## src/rtl/snake_direction_ctrl.sv

```systemverilog
// Button conditioner for the snake game: synchronize, debounce, turn presses into
// one-hot direction requests and commit one per snake step. Optional: SNAKE_DIR_QUEUE2_EN.
module snake_direction_ctrl #(
  parameter int DEBOUNCE_CYCLES = 1064700
) (
  input  logic       i_Clk,
  input  logic       i_Rst,
  input  logic [3:0] i_Buttons,
  input  logic       i_SnakeStep,
  input  logic       i_GameOver,
  output logic [3:0] o_Direction,
  output logic       o_Pending,
  output logic       o_Start
);

  localparam int                  CNT_W    = $clog2(DEBOUNCE_CYCLES + 1);
  localparam logic [CNT_W-1:0]    CNT_LAST = CNT_W'(DEBOUNCE_CYCLES - 1);
  localparam logic [CNT_W-1:0]    CNT_MAX  = '1;
  localparam logic [CNT_W-1:0]    CNT_ONE  = CNT_W'(1);

  typedef enum logic [1:0] {S_IDLE, S_RUN, S_DEAD} state_t;

  function automatic logic [3:0] opposite(input logic [3:0] d);
    return {d[2], d[3], d[0], d[1]};
  endfunction

  state_t           state_q, state_d;
  logic [3:0]       sync1, sync2, deb, deb_d;
  logic [CNT_W-1:0] cnt [4];
  logic [3:0]       press, cand, dir_q, head, ref_dir;
  logic             cand_valid, start_q, pending, run_live, pop, room, accept, clear_buf;

  // Synchronizer and debouncer: all four buttons share one process.
  always_ff @(posedge i_Clk) begin
    // NOTE: sequential state uses non-blocking assignments so every flop samples
    // the pre-edge values, independent of statement order.
    if (!i_Rst) begin
      sync1 <= '0;
      sync2 <= '0;
      deb   <= '0;
      deb_d <= '0;
      for (int b = 0; b < 4; b++) cnt[b] <= '0;
    end else begin
      sync1 <= i_Buttons;
      sync2 <= sync1;
      deb_d <= deb;
      for (int b = 0; b < 4; b++) begin
        if (sync2[b] == deb[b]) begin
          cnt[b] <= '0;
        end else if (cnt[b] == CNT_LAST) begin
          deb[b] <= sync2[b];
          cnt[b] <= '0;
        end else if (cnt[b] != CNT_MAX) begin
          cnt[b] <= cnt[b] + CNT_ONE;
        end
      end
    end
  end

  assign press      = deb & ~deb_d;
  assign cand_valid = |press;

  // Simultaneous presses collapse to one candidate: up > down > left > right.
  always_comb begin
    // NOTE: every combinational output gets a default first, so no path infers a latch.
    cand = '0;
    if      (press[0]) cand = 4'b0001;
    else if (press[1]) cand = 4'b0010;
    else if (press[2]) cand = 4'b0100;
    else if (press[3]) cand = 4'b1000;
  end

  assign run_live  = (state_q == S_RUN) && !i_GameOver;
  assign clear_buf = (state_q != S_RUN) || i_GameOver;
  assign pop       = run_live && i_SnakeStep && pending;
  assign accept    = run_live && cand_valid && (cand != ref_dir) &&
                     (cand != opposite(ref_dir)) && room;

`ifdef SNAKE_DIR_QUEUE2_EN
  logic [3:0] q0, q1, q0_n, q1_n;
  logic [1:0] q_cnt, q_cnt_n;

  assign pending = (q_cnt != 2'd0);
  assign head    = q0;
  assign room    = (q_cnt != 2'd2) || pop;

  // The request is checked against whatever will be last in line after this edge.
  always_comb begin
    ref_dir = dir_q;
    if      (q_cnt == 2'd2) ref_dir = q1;
    else if (q_cnt == 2'd1) ref_dir = q0;
  end

  always_comb begin
    q0_n    = q0;
    q1_n    = q1;
    q_cnt_n = q_cnt;
    if (pop) begin
      q0_n    = q1;
      q1_n    = '0;
      q_cnt_n = q_cnt - 2'd1;
    end
    if (accept) begin
      if (q_cnt_n == 2'd0) q0_n = cand;
      else                 q1_n = cand;
      q_cnt_n = q_cnt_n + 2'd1;
    end
  end

  always_ff @(posedge i_Clk) begin
    if (!i_Rst || clear_buf) begin
      q0    <= '0;
      q1    <= '0;
      q_cnt <= '0;
    end else begin
      q0    <= q0_n;
      q1    <= q1_n;
      q_cnt <= q_cnt_n;
    end
  end
`else
  logic [3:0] pend_dir;
  logic       pend_valid;

  assign pending = pend_valid;
  assign head    = pend_dir;
  assign room    = 1'b1;
  assign ref_dir = pop ? pend_dir : dir_q;

  // Last accepted request wins over an uncommitted one.
  always_ff @(posedge i_Clk) begin
    if (!i_Rst || clear_buf) begin
      pend_dir   <= '0;
      pend_valid <= 1'b0;
    end else if (accept) begin
      pend_dir   <= cand;
      pend_valid <= 1'b1;
    end else if (pop) begin
      pend_valid <= 1'b0;
    end
  end
`endif

  always_ff @(posedge i_Clk) begin
    if (!i_Rst) begin
      dir_q   <= '0;
      start_q <= 1'b0;
    end else begin
      start_q <= 1'b0;
      if (state_q == S_IDLE && cand_valid) begin
        dir_q   <= cand;
        start_q <= 1'b1;
      end else if (pop) begin
        dir_q <= head;
      end
    end
  end

  always_ff @(posedge i_Clk) begin
    if (!i_Rst) state_q <= S_IDLE;
    else        state_q <= state_d;
  end

  always_comb begin
    state_d = state_q;
    unique case (state_q)
      S_IDLE:  if (cand_valid) state_d = S_RUN;
      S_RUN:   if (i_GameOver) state_d = S_DEAD;
      S_DEAD:  state_d = S_DEAD;
      default: state_d = S_IDLE;
    endcase
  end

  always_comb begin
    o_Direction = dir_q;
    o_Pending   = pending;
    o_Start     = start_q;
  end

endmodule

```

## config.mk

```make
export PLATFORM = sky130hd
export DESIGN_NAME = snake_direction_ctrl
export DESIGN_NICKNAME = d
export VERILOG_FILES = /design/src/rtl/snake_direction_ctrl.sv
export SDC_FILE = /design/constraint.sdc
export NUM_CORES = 1
export LEC_CHECK = 0
export BUFFER_PORTS_ARGS = -buffer_cell sky130_fd_sc_hd__buf_2
export CORE_MARGIN = 4
export CORE_UTILIZATION = 60
export DETAILED_ROUTE_END_ITERATION = 16
export GPL_TIMING_DRIVEN = 0
export PLACE_DENSITY = 0.77
export SLEW_MARGIN = 0
export SYNTH_ARGS = -nofsm -noshare
export SYNTH_HDL_FRONTEND = slang
export SYNTH_SLANG_ARGS = --single-unit
```

## constraint.sdc

```tcl
create_clock -name i_Clk -period 3.9 [get_ports i_Clk]
set_input_delay 0.195 -clock i_Clk [delete_from_list [all_inputs] [get_ports i_Clk]]
set_output_delay 0.195 -clock i_Clk [all_outputs]
set_load 0.01 [all_outputs]
```

==> results.sh <==
export IMPL_status="finished clean"
export IMPL_clk_latency_ps=370
export IMPL_rows=35
export IMPL_setup_viol=0
export IMPL_grt_pass1_vias=3708
export IMPL_syn_num_nets=552
export IMPL_synth_most_common_cell="nor2_1"
export IMPL_hold_path_end="sync1[2]$_SDFF_PN0_"
export IMPL_rr_endpoint="cnt[1][1]$_SDFFCE_PN0P_"
export IMPL_grt_usage=0.184
export IMPL_clkSinkCount=112
export IMPL_antenna_found_initial=0
export IMPL_synth_common_cells="116 x nor2_1, 84 x edfxtp_1, 48 x xor2_1"
export IMPL_synthArstFlopShare=0
export IMPL_powerDensity_mw_per_mm2=316
export IMPL_placement_io_buffers=13
export IMPL_coreArea_mm2=0.00924
export IMPL_synthesis_area_mm2=0.00570
export IMPL_drive_above_1_share=0.0794
export IMPL_timing_reg2reg_setup_slack_ps=1010
export IMPL_ir_worst_vdd_mv=0.214
export IMPL_ff2ff_path_depth=6
export IMPL_fin_nets=576
export IMPL_vias=3760
export IMPL_tightest_slew_ps=1010
export IMPL_required_ps=3730
export IMPL_postCtsSetupBuffers=0
export IMPL_dp_cells=680
export IMPL_die_w_um=105
export IMPL_yosysTopAreaCellShare=0.443
export IMPL_grt_remaining_overflow=0
export IMPL_drc=0
export IMPL_io_pins=14
export IMPL_yosys_warnings=0
export IMPL_die_h_um=105
export IMPL_finalSetupTns_ps=0
export IMPL_start_util=0.617
export IMPL_cap_viol_max_count=0
export IMPL_worstPathArrival_ps=2720
export IMPL_skew_ps=13.9
export IMPL_root_buffer="clkbuf_8"
export IMPL_startpoint="cnt[1][0]$_SDFFCE_PN0P_"
export IMPL_cts_resized=0
export IMPL_yosysSeqAreaShare=0.541
export IMPL_leakage_uw=0.00222
export IMPL_reg2reg_from="cnt[1][0]$_SDFFCE_PN0P_"
export IMPL_layout_cells_non_filler=696
export IMPL_grt_max_degree=22
export IMPL_crit_type="register to register"
export IMPL_antenna_left=0
export IMPL_clk_pin_slew_ps=110
export IMPL_synth_edf_count=84
export IMPL_cts_buffer_depth=2
export IMPL_drv_slew=0
export IMPL_yosysUniqueCellTypes=47
export IMPL_syn_area_per_cell_um2=10.6
export IMPL_grt_pass1_wl_um=16800
export IMPL_hp_start="i_Buttons[2]"
export IMPL_die_area_mm2=0.0111
export IMPL_hpwlAfterDp_um=6850
export IMPL_drt_pass1_iter_count=4
export IMPL_crit_path_max_fanout=21
export IMPL_cts_tree="yes"
export IMPL_htree_levels=3
export IMPL_gp_congestion=0.824
export IMPL_antenna_cells=0
export IMPL_yosysTopAreaCell="edfxtp_1"
export IMPL_numCtsBuffers=9
export IMPL_wl_per_cell_um=13.8
export IMPL_fmax_mhz=346
export IMPL_min_period_over_period=0.742
export IMPL_ys_ff_latch=112
export IMPL_wirelength_um=9610
export IMPL_critical_path_endpoint_type="register"
export IMPL_drt_initial_drc_count=139
export IMPL_routed_via_density=5.40
export IMPL_maxSlewHeadroom=0.326
export IMPL_hp_class="input port to register"
export IMPL_hold_path_depth=2
export IMPL_worstSetupStartpointType="register"
export IMPL_min_period_ps=2890
export IMPL_finalHoldViolations=0
export IMPL_synth_ff_type="edfxtp_1"
export IMPL_ctsHoldBuffers=0
export IMPL_nFillCells=739
export IMPL_synth_top_cells_by_area="edfxtp_1 44%, dfxtp_1 9.8%, nor2_1 7.6%"
export IMPL_rsz0062_at_grt="no"
export IMPL_synthCells=538
export IMPL_syn2layout_area_growth_pct=6.98
power breakdown:
part	switching (µW)	total, µW	internal, µW	leakage [µW]
logic	17.5	29.0	11.6	0.000875
registers	2.55	1270	1270	0.00126
clock network	388	627	239	0.0000819
total	408	1930	1520	0.00222
final cells by class:
| class | instances | area, µm² | share of cell area |
|---|---|---|---|
| clock inverters | 5 | 40.0 | 0.00657 |
| inverters | 15 | 56.3 | 0.00924 |
| clock buffers | 11 | 131 | 0.0216 |
| flip-flops and latches | 112 | 3080 | 0.506 |
| multi-input cells | 398 | 2470 | 0.405 |
| well taps | 129 | 161 | 0.0265 |
| plain buffers | 13 | 92.6 | 0.0152 |
| repair buffers | 13 | 65.1 | 0.0107 |
cells by family (layout without fill, tap and decap cells):
logic type,after synthesis,count (layout),share of synthesized area
AOI/OAI and AO/OA,17,17,0.0206
DFF,112,112,0.541
buffers and inverters,28,57,0.0261
adders and majority gates,6,6,0.0132
xor gates and xnor gates,87,87,0.134
and+or+nand+nor,278,278,0.248
muxes,10,10,0.0176
metal layers:
| metal | vias up | part of all wire | wire (µm) | track usage |
|---|---|---|---|---|
| li1 | 1932 | - | - | - |
| met1 | 1766 | 0.49 | 4750 | 0.244 |
| met2 | 56 | 0.46 | 4460 | 0.305 |
| met3 | 6 | 0.033 | 315 | 0.0465 |
| met4 | 0 | 0.0082 | 79 | 0.0450 |
| met5 | - | 0 | 0 | 0 |
placed cells by master, fill, tap and decap left out, types with 5 or more instances in the layout:
master	n
and2_1	12
nand4_1	21
buf_2	14
clkbuf_8	9
a21oi_1	5
nor2_1	116
ha_1	6
nor4_1	6
nand2_1	32
nor3_1	6
mux2i_1	10
dfxtp_1	28
and4_1	7
nand3_1	34
and3_1	17
xor2_1	48
edfxtp_1	84
clkbuf_1	8
xnor2_1	39
inv_1	15
worst max-delay path by stage:
stage                          endpoint  slack [ps]  cells after the start
3_3_place_gp   cnt[2][13]$_SDFFCE_PN0P_        1030                      6
3_5_place_dp   cnt[2][13]$_SDFFCE_PN0P_        1010                      6
6_report        cnt[1][1]$_SDFFCE_PN0P_        1010                      6
4_1_cts         cnt[2][5]$_SDFFCE_PN0P_         980                      6
5_1_grt         cnt[1][0]$_SDFFCE_PN0P_         780                      6
2_1_floorplan   cnt[0][0]$_SDFFCE_PN0P_        1390                      5
state kept, by name, summed over array words and instances, names as in the netlist:
name         cells
o_Direction      4
deb_d            4
head             4
cnt             84
state_q          2
deb              4
o_Pending        1
sync2            4
o_Start          1
sync1            4
through the flow:
stage	hold slack, ps	utilization	worst slack (ps)	area, µm²	power [µW]
after floorplan	322	-	1390	5700	1320
after global placement	414	0.641	1030	5920	1330
after detailed placement	421	0.641	1010	5920	1330
after CTS	20.6	0.660	984	6100	1940
after global routing	11.3	0.660	784	6100	2000
final	38.8	0.660	1010	6100	1930
critical path, stage by stage (launching register included):
cell	delay, ps
edfxtp_1	400
ha_1	230
and3_1	250
nand4_1	220
or2_2	390
nor2_1	150
nand3_1	730
(Power assumes the default switching activity.)
